**src/rtl/bit_serializer_pkg.sv**
```systemverilog
// bit_serializer_pkg: shared state encoding and defaults for the bit serializer.
package bit_serializer_pkg;
    typedef enum logic [1:0] {SER_IDLE, SER_SHIFT, SER_PARITY} ser_state_t;
    localparam int DEFAULT_WIDTH = 8;
endpackage

```
**src/rtl/bit_serializer_if.sv**
```systemverilog
// bit_serializer_if: word handshake in, serial bit stream out.
interface bit_serializer_if import bit_serializer_pkg::*; #(parameter int WIDTH = DEFAULT_WIDTH);
    logic [WIDTH-1:0] data_i;
    logic valid_i;
    logic ready_o;
    logic bit_o;
    logic bit_valid_o;
    logic busy_o;
    modport master (output data_i, valid_i, input ready_o, bit_o, bit_valid_o, busy_o);
    modport slave (input data_i, valid_i, output ready_o, bit_o, bit_valid_o, busy_o);
endinterface

```
**src/rtl/bit_serializer.sv**
```systemverilog
// bit_serializer: parallel-to-serial with one-word hold buffer for gap-free streaming.
// Optional trailing even-parity bit per word under `BIT_SERIALIZER_PARITY_EN.
module bit_serializer import bit_serializer_pkg::*; #(
    parameter int WIDTH = DEFAULT_WIDTH,
    parameter bit MSB_FIRST = 1'b1
) (
    input logic clk,
    input logic rst_n,
    bit_serializer_if.slave s
);
    localparam int CW = $clog2(WIDTH + 1);
    ser_state_t state, state_n;
    logic [WIDTH-1:0] sh, sh_n, hold, hold_n;
    logic [CW-1:0] cnt, cnt_n;
    logic hv, hv_n, xfer, last_data, done, sbit;
    assign xfer = s.valid_i && !hv;
    assign last_data = state == SER_SHIFT && cnt == CW'(WIDTH - 1);
    assign sbit = MSB_FIRST ? sh[WIDTH-1] : sh[0];
`ifdef BIT_SERIALIZER_PARITY_EN
    logic par, par_n;
    assign done = state == SER_PARITY;
    assign s.bit_o = state == SER_PARITY ? par : state == SER_SHIFT && sbit;
`else
    assign done = last_data;
    assign s.bit_o = state == SER_SHIFT && sbit;
`endif
    assign s.bit_valid_o = state != SER_IDLE;
    assign s.ready_o = !hv;
    assign s.busy_o = state != SER_IDLE || hv;
    always_comb begin
        state_n = state;
        sh_n = sh;
        cnt_n = cnt;
        hold_n = hold;
        hv_n = hv;
`ifdef BIT_SERIALIZER_PARITY_EN
        par_n = par;
        if (last_data) state_n = SER_PARITY;
`endif
        if (state == SER_SHIFT) begin
            sh_n = MSB_FIRST ? {sh[WIDTH-2:0], 1'b0} : {1'b0, sh[WIDTH-1:1]};
            cnt_n = cnt + 1'b1;
        end
        // Word boundary: a held word wins over a direct bypass load.
        if (state == SER_IDLE || done) begin
            cnt_n = '0;
            hv_n = 1'b0;
            state_n = hv || xfer ? SER_SHIFT : SER_IDLE;
            sh_n = hv ? hold : xfer ? s.data_i : sh_n;
`ifdef BIT_SERIALIZER_PARITY_EN
            par_n = hv ? ^hold : xfer ? ^s.data_i : par;
`endif
        end else if (xfer) begin
            hold_n = s.data_i;
            hv_n = 1'b1;
        end
    end
    always_ff @(posedge clk or negedge rst_n)
        if (!rst_n) begin
            state <= SER_IDLE;
            sh <= '0;
            cnt <= '0;
            hold <= '0;
            hv <= 1'b0;
        end else begin
            state <= state_n;
            sh <= sh_n;
            cnt <= cnt_n;
            hold <= hold_n;
            hv <= hv_n;
        end
`ifdef BIT_SERIALIZER_PARITY_EN
    always_ff @(posedge clk or negedge rst_n)
        if (!rst_n) par <= 1'b0;
        else par <= par_n;
`endif
endmodule
```
**src/flat_wrapper.sv**
```systemverilog
// flat-port wrapper written by rule: the top's interface ports become plain ports
module bit_serializer_flat import bit_serializer_pkg::*;
#(
    parameter int WIDTH = DEFAULT_WIDTH,
    parameter bit MSB_FIRST = 1'b1
)
  (clk, rst_n, s_data_i, s_valid_i, s_ready_o, s_bit_o, s_bit_valid_o, s_busy_o);
  bit_serializer_if #(.WIDTH(WIDTH)) s_i ();
  input logic clk;
  input logic rst_n;
  input wire logic [$bits(s_i.data_i)-1:0] s_data_i;
  input wire logic [$bits(s_i.valid_i)-1:0] s_valid_i;
  output wire logic [$bits(s_i.ready_o)-1:0] s_ready_o;
  output wire logic [$bits(s_i.bit_o)-1:0] s_bit_o;
  output wire logic [$bits(s_i.bit_valid_o)-1:0] s_bit_valid_o;
  output wire logic [$bits(s_i.busy_o)-1:0] s_busy_o;
  assign s_i.data_i = s_data_i;
  assign s_i.valid_i = s_valid_i;
  assign s_ready_o = s_i.ready_o;
  assign s_bit_o = s_i.bit_o;
  assign s_bit_valid_o = s_i.bit_valid_o;
  assign s_busy_o = s_i.busy_o;
  bit_serializer #(.WIDTH(WIDTH), .MSB_FIRST(MSB_FIRST)) u_core (.clk(clk), .rst_n(rst_n), .s(s_i));
endmodule
```
**config.mk**
```make
export PLATFORM = sky130hd
export DESIGN_NAME = bit_serializer_flat
export DESIGN_NICKNAME = d
export VERILOG_FILES = /design/src/rtl/bit_serializer_pkg.sv /design/src/rtl/bit_serializer_if.sv /design/src/rtl/bit_serializer.sv /design/src/flat_wrapper.sv
export SDC_FILE = /design/constraint.sdc
export NUM_CORES = 1
export LEC_CHECK = 0
export ABC_CLOCK_PERIOD_IN_PS = 1900
export BUFFER_PORTS_ARGS = -buffer_cell sky130_fd_sc_hd__buf_2
export CAP_MARGIN = 20
export CELL_PAD_IN_SITES_DETAIL_PLACEMENT = 0
export CELL_PAD_IN_SITES_GLOBAL_PLACEMENT = 2
export CORE_MARGIN = 4
export CORE_UTILIZATION = 36
export CTS_CLUSTER_DIAMETER = 80
export DETAILED_ROUTE_END_ITERATION = 10
export HOLD_SLACK_MARGIN = 0.08
export PLACE_DENSITY = 0.84
export SYNTH_ARGS = -nofsm -noshare
export SYNTH_HDL_FRONTEND = slang
export SYNTH_SLANG_ARGS = --single-unit
export TNS_END_PERCENT = 10
```
**constraint.sdc**
```tcl
create_clock -name clk -period 1.9 [get_ports clk]
set_clock_uncertainty 0.1 [all_clocks]
set_input_delay 0.285 -clock clk [delete_from_list [all_inputs] [get_ports clk]]
set_output_delay 0.285 -clock clk [all_outputs]
set_load 0.01 [all_outputs]
```
======== After elaboration in Yosys (flattened, before gate mapping) ========
Cells that the tools add are included.
Widths: inputs -> output; s select.
storage, ports and cells
  register bits ........................... 23
  latch bits .............................. 0
  RAM bits ................................ 0
  memory bits (read-only) ................. 0
  bits of input ports ..................... 11
  output and inout bits ................... 4
  word-level logic and storage cells ...... 30
  memories kept ........................... 0
cells by class
  $add $sub $neg .......................... 1
  multiply operators ...................... 0
  divide/modulo/power cells ............... 0
  $lt $le $gt $ge ......................... 0
  equal/unequal tests ..................... 2
  shift operators ......................... 0
  mux-type cells .......................... 9
  bitwise gates (word level) .............. 1
  reduce and logical (&&, ||, !) cells .... 12
operators by type and width
  cell                 count
  $mux 8               4
  $mux 4               2
  $reduce_bool 2->1    3
  $add 4x1->4 const B  1
  $eq 4x3->1 const B   1
  $logic_and 1x1->1    3
  $logic_or 1x1->1     3
  $mux 1               3
  $eq 2x1->1 const B   1
  $logic_not 2->1      1
  $reduce_and 2->1     1
  $logic_not 1->1      1
  $not 1->1            1

======== Depth between registers and ports, before layout ========
Gate-level depths: netlist (run 1).
  depth in word-level cells ............... 5
  depth in mapped cells ................... 5
  depth with buffers taken out ............ 4

======== Worst setup path after synthesis (run 1) ========
Ideal clock, no wire load.
  path type ............................... reg-to-reg
  from .................................... register u_core.cnt[0]
  to ...................................... register u_core.hold[0]
  library setup time ...................... 0.125 ns
  arrival ................................. 1.362 ns
  data required time ...................... 1.675 ns
  path slack .............................. 0.313 ns
  stages on the path, launching flop included .. 6
  path buffers ............................ 1
  period minus slack after synthesis ...... 1.587 ns
  path through ............................ dfrtp_1 ha_1 nand3b_4 and4_4 buf_6 mux2_4
between the ends
  word-level cells in the longest chain between the ends .. 5
RTL lines
  what                        RTL line              RTL
  start, declared             bit_serializer.sv:14  logic [CW-1:0] cnt, cnt_n;
  start signal, assigned      bit_serializer.sv:68  cnt <= cnt_n;
  $eq 4x3->1                  bit_serializer.sv:17  assign last_data = state == SER_SHIFT && cnt == CW'(WIDTH - 1);
  $logic_and 1x1->1           bit_serializer.sv:17
  $logic_or 1x1->1            bit_serializer.sv:45  if (state == SER_IDLE || done) begin
  $not 1->1 (no line)         --
  $reduce_and 2->1 (no line)  --
  end signal, assigned        bit_serializer.sv:69  hold <= hold_n;
  end, declared               bit_serializer.sv:13  logic [WIDTH-1:0] sh, sh_n, hold, hold_n;
Every way passes these cells.
A chain may end at the register's enable or synchronous reset.

======== Final worst setup path (run 1) ========
  from .................................... register u_core.hv
  to ...................................... output s_busy_o
between the ends
  word-level cells in the longest chain between the ends .. 1
RTL lines
  what                    RTL line              RTL
  start, declared         bit_serializer.sv:15  logic hv, hv_n, xfer, last_data, done, sbit;
  start signal, assigned  bit_serializer.sv:70  hv <= hv_n;
  $logic_or 1x1->1        bit_serializer.sv:29  assign s.busy_o = state != SER_IDLE || hv;
  end, declared           flat_wrapper.sv:16    output wire logic [$bits(s_i.busy_o)-1:0] s_busy_o;
Every way passes these cells.

==> out/metrics.yaml, run 1 <==
status:
  status: "finished, final reports clean"
cts:
  cts_hold_buf: 1
  cts-htree-levels: 1
  clkTransAtPathRegs_ps: 130
  cts_tree: "done"
  clkLatencyLatePin_ps: 320
  ctsResizeCount: 0
  cts_made_buffers: 3
  post-cts-setup-buffer-count: 0
  cts_root_buffer: "clkbuf_4"
  clockBufferDepth: 2
  clock_sinks: 22
sta:
  tns_ps: 0
  worstMarginPinSlew_ps: 582
  post-route-period-util: 0.914
  finalMaxSlewViolations: 0
  post-route-min-period_ps: 1740
  rsz0062_at_grt: "no"
  timing.fmax_ghz: 0.576
  relSlewSlack: 0.609
  fin_ws_ps: 164
  setup_violations: 0
  finalHoldViolCount: 0
final_layout:
  area_delta_synth_final_pct: 14.4
  diodes: 0
  fin_nets: 121
  drive_gt1_frac: 0.352
  fillers: 289
  multi_input_area_um2: 480
  seq_area_um2: 551
  final_core_util: 0.436
  design_area_um2: 1220
logic_synthesis:
  synth_cell_types: 24
  yosys_warnings: 0
  synthXorXnorAreaFrac: 0.0164
  synth.largest_area_cell: "dfrtp_1"
  syn_area_per_cell_um2: 11.6
  synth_compound_area_frac: 0.125
  synth_top_family_by_area: "simple AND/OR/NAND/NOR gates"
  syn-num-nets: 104
  netlist_instances: 92
  synth_area_leaders: "dfrtp_1 51%, mux2_4 11%, a221o_1 6.5%"
  synthMuxAreaShare: 0.112
  synth_top_area_frac: 0.515
  synth_fa_ha_area_frac: 0.0117
  synth_area_um2: 1070
  yosysSeqAreaShare: 0.515
  synthSimpleGateAreaFrac: 0.184
  synth_seq_cells: 22
drt:
  vias: 708
  ant_nets: 0
  dr.pass1.iters: 4
  viasPerCell: 5.09
  wl_per_cell_um: 14.2
  drc_errors: 0
  drt_iter0_markers: 17
  wl_mm: 1.98
global_route:
  antenna_found_initial: 0
  use_met3: 0.0342
  grt_max_degree: 23
  overflow: 0
  grt_pass1_vias: 683
  use_met1: 0.157
  track_usage: 0.114
  grt_pass1_wl_mm: 3.44
  grt_util_met2: 0.160
  grt-busiest-layer: "met2"
worst_setup_path:
  cpPeakStageDelay_ps: 560
  crit_family: "flip-flops"
  path_max_fanout: 13
  worstPathArrival_ps: 1350
  start_kind: "register"
  critPathKind: "register to output port"
  cp_slowest_cell: "dfrtp_1"
  path_cells: "or2_2, buf_2"
  crit_required_ps: 1510
  rr_worst_depth: 4
  r2r-start: "u_core.cnt[0]"
  critPathBufInv: 1
  cp-startpoint: "u_core.hv"
  cp_num_cells: 2
  critPathCaptureType: "output port"
place:
  gp_congestion: 0.661
  dp_slack_ps: 245
  placed_cell_area_um2: 1150
  dp_hpwl_mm: 1.39
  portBuffers: 14
power:
  powerDensity_nw_per_um2: 1470
  power.switching_mw: 0.559
  p_seq_frac: 0.444
  intPower_mw: 1.25
  comb_power_share: 0.356
  ir_drop_mv: 0.769
  p_leak_nw: 0.601
  swShare: 0.310
  clkPwrFrac: 0.200
min_path:
  min_from: "s_data_i[5]"
  hold_path_class: "primary input to register"
  hold_depth: 2
floorplanning:
  die_h_um: 62.5
  ios: 15
  num_rows: 19
  die_w_um: 62.5
  die_area_um2: 3910
  coreArea_um2: 2810
  initial_core_util: 0.381
job:
  drv_cap: 0
[Yosys cell counts]
cell	count
dfrtp_1	22
nand2_1	16
mux2_4	8
a221o_1	7
o21ai_0	7
and2_2	6
nor2_1	5
and2_1	3
buf_4	2
xor2_1	2
a221o_2	1
and3_1	1
and4_4	1
buf_2	1
buf_6	1
clkbuf_1	1
ha_1	1
inv_2	1
nand3_1	1
nand3b_4	1
nor3_1	1
o211a_1	1
o21a_1	1
or2_2	1
[flip-flops by register name, indices dropped and copies added, names as in the netlist]
register / count
u_core.cnt: 4
u_core.hv: 1
u_core.hold: 8
u_core.sh: 8
u_core.state: 1
[cell type report]
class	instances	area share
clock inverter	1	0.0245
clock buffer	3	0.0184
sequential	22	0.450
multi-input combinational	64	0.393
inverter	1	0.00307
tap	31	0.0317
timing repair buffer	17	0.0798
[cells in the final DEF, fill, tap and decap left out, types with 3 or more instances in the layout]
cell / n
mux2_4: 8
clkbuf_4: 3
nor2_1: 5
buf_2: 14
and2_1: 3
dfrtp_1: 22
and2_2: 6
o21ai_0: 7
nand2_1: 16
a221o_1: 7
[cell families after synthesis]
family	count (synthesis)
compound gates	17
flops	22
fa+ha+maj	1
simple gates	36
xor+xnor	2
mux	8
buf+inv	6
[worst paths after layout]
| path | endpoint | slack (ps) |
|---|---|---|
| max | s_busy_o | 160 |
| min | u_core.hold[5] | 100 |
| max reg2reg | u_core.hold[3] | 220 |
| min reg2reg | u_core.cnt[0] | 380 |
| max in group asynchronous | u_core.sh[3] | 1020 |
| min in group asynchronous | u_core.cnt[3] | 340 |
[metal layers]
metal | up-vias | part of all wire
li1 | 354 | -
met1 | 334 | 0.49
met2 | 15 | 0.45
met3 | 5 | 0.040
met4 | 0 | 0.023
met5 | - | 0
[through the flow]
step                hold slack, ps  std cells  total power, mW
global route                  86.5        139             1.94
floorplan                     -111         92             1.31
finish                        97.8        139             1.80
CTS                           89.9        138             1.82
global placement               181        133             1.43
detailed placement             179        133             1.45
[power by group through the flow]
stage	Combinational (mW)	Clock, mW	Sequential, mW
after global routing	0.714	0.396	0.829
after global placement	0.625	0	0.801
final	0.641	0.361	0.802
after CTS	0.647	0.371	0.802
after floorplan	0.551	0	0.755
after detailed placement	0.643	0	0.811
No activity file was read; power rests on OpenSTA's default activity.
==> inputs of run 2 (changes only) <==
--- a/config.mk
+++ b/config.mk
@@ -16,6 +16,7 @@
 export DETAILED_ROUTE_END_ITERATION = 10
 export HOLD_SLACK_MARGIN = 0.08
 export PLACE_DENSITY = 0.84
+export SETUP_SLACK_MARGIN = 0.3
 export SYNTH_ARGS = -nofsm -noshare
 export SYNTH_HDL_FRONTEND = slang
 export SYNTH_SLANG_ARGS = --single-unit
==> run 2 against run 1 <==
Net effect:
- worst setup slack better by 130 ps
- final cell count is 5.8% higher
- critical path depth grew 2
- wire length grew 9.4%
- cell area is 8.5% higher
- register-to-register slack improved by 70 ps
- total power up 7.0%
- highest routed layer unchanged
- via count rose by 5.4%
- non-clock buffer count rose by 8
- flip-flop and latch count stayed put
- sequential power barely moved
==> out/metrics.yaml, run 2 (synthesis results as in run 1) <==
final_layout:
  diodes: 0  # unchanged
  fin_cells: 147  # +5.8%
  drive_gt1_frac: 0.440  # +0.0878
  top_regs: "u_core.hold: 8 flops, u_core.sh: 8 flops, u_core.cnt: 4 flops"
  final_common_cell: "dfrtp_1"
  area_delta_synth_final_pct: 24.1
  fin_nets: 129  # +6.6%
  layout_common_cells: "20 x dfrtp_1, 15 x nand2_1, 13 x buf_2"
  final_core_util: 0.473  # +0.0370
sta:
  post-route-min-period_ps: 1610  # -126 ps
  worstMarginPinSlew_ps: 492  # -90.0 ps
  setup_violations: 0  # unchanged
  timing.fmax_ghz: 0.621  # +7.9%
  finalMaxSlewViolations: 0  # unchanged
  rsz0062_at_grt: "yes"
  relSlewSlack: 0.672  # +0.0630
  tns_ps: 0  # unchanged
  post-route-period-util: 0.847  # -0.0665
  finalHoldViolCount: 0  # unchanged
drt:
  drt_iter0_markers: 6  # -11
  drc_errors: 0  # unchanged
  vias: 746  # +5.4%
  ant_nets: 0  # unchanged
  viasPerCell: 5.07  # -0.37%
  wl_mm: 2.16  # +9.4%
  dr.pass1.iters: 4  # unchanged
  wl_per_cell_um: 14.7  # +3.5%
global_route:
  track_usage: 0.121  # +0.00761
  grt_pass1_vias: 715  # +4.7%
  overflow: 0  # unchanged
  antenna_found_initial: 0  # unchanged
  grt_max_degree: 23  # unchanged
  grt_pass1_wl_mm: 3.66  # +6.4%
power:
  p_leak_nw: 0.646  # +7.5%
  comb_power_share: 0.399  # +0.043
  power.switching_mw: 0.604  # +8.0%
  ir_drop_mv: 0.795  # +3.3%
  swShare: 0.313  # +0.00284
  clkPwrFrac: 0.187  # -0.013
  powerDensity_nw_per_um2: 1450  # -1.3%
  p_seq_frac: 0.414  # -0.030
  intPower_mw: 1.33  # +6.6%
worst_setup_path:
  path_max_fanout: 8  # -5
  critPathKind: "register to register"
  cp_slowest_cell: "dfrtp_1"
  crit_family: "flip-flops"
  cpPeakStageDelay_ps: 440  # -120 ps
  worstPathArrival_ps: 1720  # +370 ps
  crit_required_ps: 2010  # +500 ps
  critPathBufInv: 0  # -1
  r2r-start: "u_core.cnt[1]"
  start_kind: "register"
  cp-startpoint: "u_core.cnt[1]"
  path_cells: "ha_4, nand3b_4, and4_4, mux2_4"
  critPathCaptureType: "register"
floorplanning:
  num_rows: 19  # unchanged
  die_w_um: 62.5  # unchanged
  coreArea_um2: 2810  # unchanged
  die_area_um2: 3910  # unchanged
  initial_core_util: 0.381  # unchanged
  ios: 15  # unchanged
  die_h_um: 62.5  # unchanged
cts:
  cts-htree-levels: 1  # unchanged
  clkTransAtPathRegs_ps: 130  # about the same
  cts_tree: "done"
  clockBufferDepth: 2  # unchanged
  clock_sinks: 22  # unchanged
  cts_made_buffers: 3  # unchanged
  cts_root_buffer: "clkbuf_4"
  clkLatencyLatePin_ps: 320  # about the same
min_path:
  hold_path_class: "primary input to register"
  min_from: "s_data_i[5]"
place:
  portBuffers: 14  # unchanged
  dp_hpwl_mm: 1.39  # unchanged
  dp_cells: 133  # unchanged
  gp_congestion: 0.661  # unchanged
job:
  drv_cap: 0  # unchanged
status:
  status: "finished, final reports clean"
==> run 2: worst reg2reg max path, stage by stage (launching register included) <==
cell and delay [ps]:
dfrtp_1 440, ha_4 190, nand3b_4 100, and4_4 340
mux2_4 330
==> run 2: repair_timing <==
| action | in CTS | in global routing |
|---|---|---|
| hold endpoints to repair | 22 | 1 |
| setup endpoints to repair | 16 | 17 |
| hold buffers | 1 | 1 |
| pin swaps | 2 | 1 |
| gates resized for setup | 3 | 5 |
| buffers inserted | 7 | 1 |
| gates cloned | 0 | 0 |
==> run 2: power groups by stage <==
stage	combinational, mW	sequential [mW]	clock, mW
3_5_place_dp	0.643	0.811	0
4_1_cts	0.736	0.787	0.371
6_report	0.770	0.800	0.361
3_3_place_gp	0.625	0.801	0
2_1_floorplan	0.551	0.755	0
5_1_grt	0.859	0.825	0.395
==> run 2: stage by stage <==
step	area, µm²	setup WS [ps]	hold WS [ps]	power, mW
global route	1330	268	87.4	2.08
detailed placement	1150	245	179	1.45
CTS	1280	288	90.0	1.89
floorplan	1070	313	-111	1.31
finish	1330	290	98.6	1.93
global placement	1150	276	181	1.43
==> run 2: path summary, 6_finish.rpt <==
path	depth (start not counted)	end	slack (ps)
worst max-delay path	4	u_core.hold[3]	290
worst min-delay path	2	u_core.hold[5]	100
worst max register to register	4	u_core.hold[3]	290
worst min register to register	1	u_core.sh[2]	410
max in group asynchronous	2	u_core.state[0]	1010
min in group asynchronous	2	u_core.cnt[3]	340
==> run 2: per-layer routing <==
layer / vias up / track usage / wire length [µm]
li1: 372 / - / -
met1: 357 / 0.161 / 965
met2: 12 / 0.181 / 1080
met3: 5 / 0.0342 / 73
met4: 0 / 0.0579 / 45
met5: - / 0 / 0
==> run 2: area by class of cell <==
type	instances	area [µm²]
clock buffers	3	22.5
well taps	31	38.8
fillers	278	1480
clock inverters	1	30.0
multi-input cells	64	503
inverters	1	3.75
flip-flops and latches	22	553
repair buffers	25	176
==> inputs of run 3 (changes only) <==
--- a/config.mk
+++ b/config.mk
@@ -5,17 +5,17 @@
 export SDC_FILE = /design/constraint.sdc
 export NUM_CORES = 1
 export LEC_CHECK = 0
-export ABC_CLOCK_PERIOD_IN_PS = 1900
+export ABC_CLOCK_PERIOD_IN_PS = 1370
 export BUFFER_PORTS_ARGS = -buffer_cell sky130_fd_sc_hd__buf_2
 export CAP_MARGIN = 20
 export CELL_PAD_IN_SITES_DETAIL_PLACEMENT = 0
 export CELL_PAD_IN_SITES_GLOBAL_PLACEMENT = 2
 export CORE_MARGIN = 4
-export CORE_UTILIZATION = 36
+export CORE_UTILIZATION = 33
 export CTS_CLUSTER_DIAMETER = 80
 export DETAILED_ROUTE_END_ITERATION = 10
 export HOLD_SLACK_MARGIN = 0.08
-export PLACE_DENSITY = 0.84
+export PLACE_DENSITY = 0.81
 export SETUP_SLACK_MARGIN = 0.3
 export SYNTH_ARGS = -nofsm -noshare
 export SYNTH_HDL_FRONTEND = slang
==> constraint.sdc (replaced) <==
create_clock -name clk -period 1.37 [get_ports clk]
set_clock_uncertainty 0.1 [all_clocks]
set_input_delay 0.2055 -clock clk [delete_from_list [all_inputs] [get_ports clk]]
set_output_delay 0.2055 -clock clk [all_outputs]
set_load 0.01 [all_outputs]
==> run 3 against run 2 <==
Net effect:
- the run now ends with setup timing left
- worst hold slack improved by 75 ps
- non-clock buffer count increased by 13
- die area increased by 7.9%
- total power increased by 36%
- utilization increased by 0.36 points
- register-to-register slack got worse by 490 ps
- clock power about the same
- sequential share of layout area decreased by 4.1 points
- flip-flop and latch count unchanged
- critical endpoint is now u_core.hold[5]
==> out/metrics.yaml, run 3 (synthesis results as in run 1) <==
drt:
  wl_mm: 2.25  # +4.2%
  ant_nets: 0  # unchanged
  drc_errors: 0  # unchanged
  wl_per_cell_um: 13.0  # -11%
  viasPerCell: 4.73  # -6.8%
  vias: 818  # +9.7%
  dr.pass1.iters: 4  # unchanged
  drt_iter0_markers: 14  # +8
min_path:
  hold_path_class: "primary input to register"
sta:
  post-route-min-period_ps: 1570  # -44.8 ps
  timing.hold.ws_ps: 173  # +74.5 ps
  fin_ws_ps: -195  # -485 ps
  finalMaxSlewViolations: 0  # unchanged
  rsz0062_at_grt: "yes"
  relSlewSlack: 0.677  # +0.00518
  tns_ps: -2980  # -2980 ps
  setup_violations: 20  # +20
  post-route-period-util: 1.14  # +0.295
  finalHoldViolCount: 0  # unchanged
  timing.fmax_ghz: 0.639  # +2.9%
  worstMarginPinSlew_ps: 484  # -7.77 ps
final_layout:
  top_regs: "u_core.hold: 8 flops, u_core.sh: 8 flops, u_core.cnt: 4 flops"
  seq_area_um2: 552  # -0.23%
  drive_gt1_frac: 0.434  # -0.00555
  area_delta_synth_final_pct: 37.2
  fillers: 290  # +4.3%
  fin_nets: 142  # +10%
  layout_common_cells: "21 x dfrtp_1, 16 x nand2_1, 11 x buf_4"
  diodes: 0  # unchanged
  multi_input_area_um2: 499  # -0.75%
  final_common_cell: "dfrtp_1"
worst_setup_path:
  start_kind: "register"
  critPathCaptureType: "register"
  critPathKind: "register to register"
  path_max_fanout: 8  # unchanged
  crit_required_ps: 1470  # -540 ps
  rr_worst_depth: 4  # unchanged
  crit_end: "u_core.hold[5]"
  r2r-start: "u_core.cnt[0]"
  worstPathArrival_ps: 1660  # -60 ps
  worstReg2RegEnd: "u_core.hold[5]"
  r2r_slack_ps: -200  # -490 ps
  cp-startpoint: "u_core.cnt[0]"
floorplanning:
  num_rows: 20  # +1
  ios: 15  # unchanged
  die_w_um: 64.9  # +3.9%
  die_area_um2: 4220  # +7.9%
  coreArea_um2: 3080  # +9.7%
  die_h_um: 64.9  # +3.9%
  initial_core_util: 0.348  # -0.0338
cts:
  cts-htree-levels: 1  # unchanged
  clock_sinks: 22  # unchanged
  cts_made_buffers: 3  # unchanged
  cts_root_buffer: "clkbuf_4"
  clockBufferDepth: 2  # unchanged
  clkLatencyLatePin_ps: 310  # about the same
  clkTransAtPathRegs_ps: 130  # about the same
  cts_tree: "done"
power:
  ir_drop_mv: 0.923  # +16%
  p_leak_nw: 0.714  # +10%
  powerDensity_nw_per_um2: 1780  # +23%
job:
  drv_cap: 0  # unchanged
global_route:
  grt_max_degree: 23  # unchanged
  track_usage: 0.122  # +0.000593
  grt_pass1_wl_mm: 3.86  # +5.7%
  overflow: 0  # unchanged
  grt_pass1_vias: 854  # +19%
  antenna_found_initial: 0  # unchanged
place:
  gp_congestion: 0.702  # +6.2%
  portBuffers: 14  # unchanged
  dp_hpwl_mm: 1.58  # +14%
status:
  status: "complete, but fails checks"
  violations: "setup timing"
-- run 3: cell count changes in the layout (fill, tap and decap cells not counted), sizes merged --
cell / before / now
dlygate4sd3: 2 / 9
bufinv: 1 / 0
clkbuf: 3 / 4
buf: 23 / 29
-- run 3: worst max-delay path, cell delays in order, from the launching register on --
cell,delay [ps]
dfrtp_1,430
ha_4,180
nand3b_4,90
and4_4,330
mux2_4,320
-- run 3: how the worst min path moves through the flow --
stage / endpoint / depth (start not counted) / startpoint / slack (ps)
final: u_core.sh[0] / 3 / s_data_i[0] / 170
after global routing: u_core.sh[0] / 3 / s_data_i[0] / 170
after CTS: u_core.sh[0] / 3 / s_data_i[0] / 160
after detailed placement: u_core.sh[5] / 1 / rst_n / 100
after global placement: u_core.hold[4] / 1 / rst_n / 100
after floorplan: u_core.cnt[0] / 0 / rst_n / -190
-- run 3: power by group --
| group | switching [mW] | internal, mW | total, mW |
|---|---|---|---|
| Clock | 0.196 | 0.162 | 0.358 |
| Sequential | 0.178 | 0.922 | 1.10 |
| Combinational | 0.456 | 0.703 | 1.16 |
| Total | 0.830 | 1.79 | 2.62 |
-- run 3: cell type report --
cell class | instances | share of cell area
Sequential cell | 22 | 0.376
Multi-Input combinational cell | 64 | 0.340
Timing Repair Buffer | 38 | 0.219
Tap cell | 44 | 0.0375
Clock buffer | 4 | 0.0247
Inverter | 1 | 0.00256
-- run 3: metrics by stage --
step | setup slack, ps | area [µm²] | utilization | total power, mW | cells
6_report | -195 | 1470 | 0.477 | 2.62 | 173
4_1_cts | -193 | 1450 | 0.472 | 2.61 | 173
3_5_place_dp | -185 | 1260 | 0.409 | 2.17 | 155
5_1_grt | -248 | 1470 | 0.477 | 2.81 | 173
3_3_place_gp | -152 | 1260 | 0.409 | 2.12 | 155
2_1_floorplan | -139 | 1090 | - | 1.85 | 92
-- run 3: what timing repair did --
action	CTS	global route
hold buffers	9	0
cloned	0	0
resized for setup	7	5
hold endpoints to repair	30	0
pin swaps	4	2
buffers inserted	5	0
endpoints found under the setup margin	25	26
-- run 3: layer usage --
layer | global-route usage | routed length (µm) | part of all wire | vias to the layer above
li1 | - | - | - | 401
met1 | 0.157 | 1090 | 0.48 | 401
met2 | 0.199 | 1070 | 0.48 | 14
met3 | 0.0208 | 74 | 0.033 | 2
met4 | 0.0554 | 18 | 0.0080 | 0
met5 | 0 | 0 | 0 | -
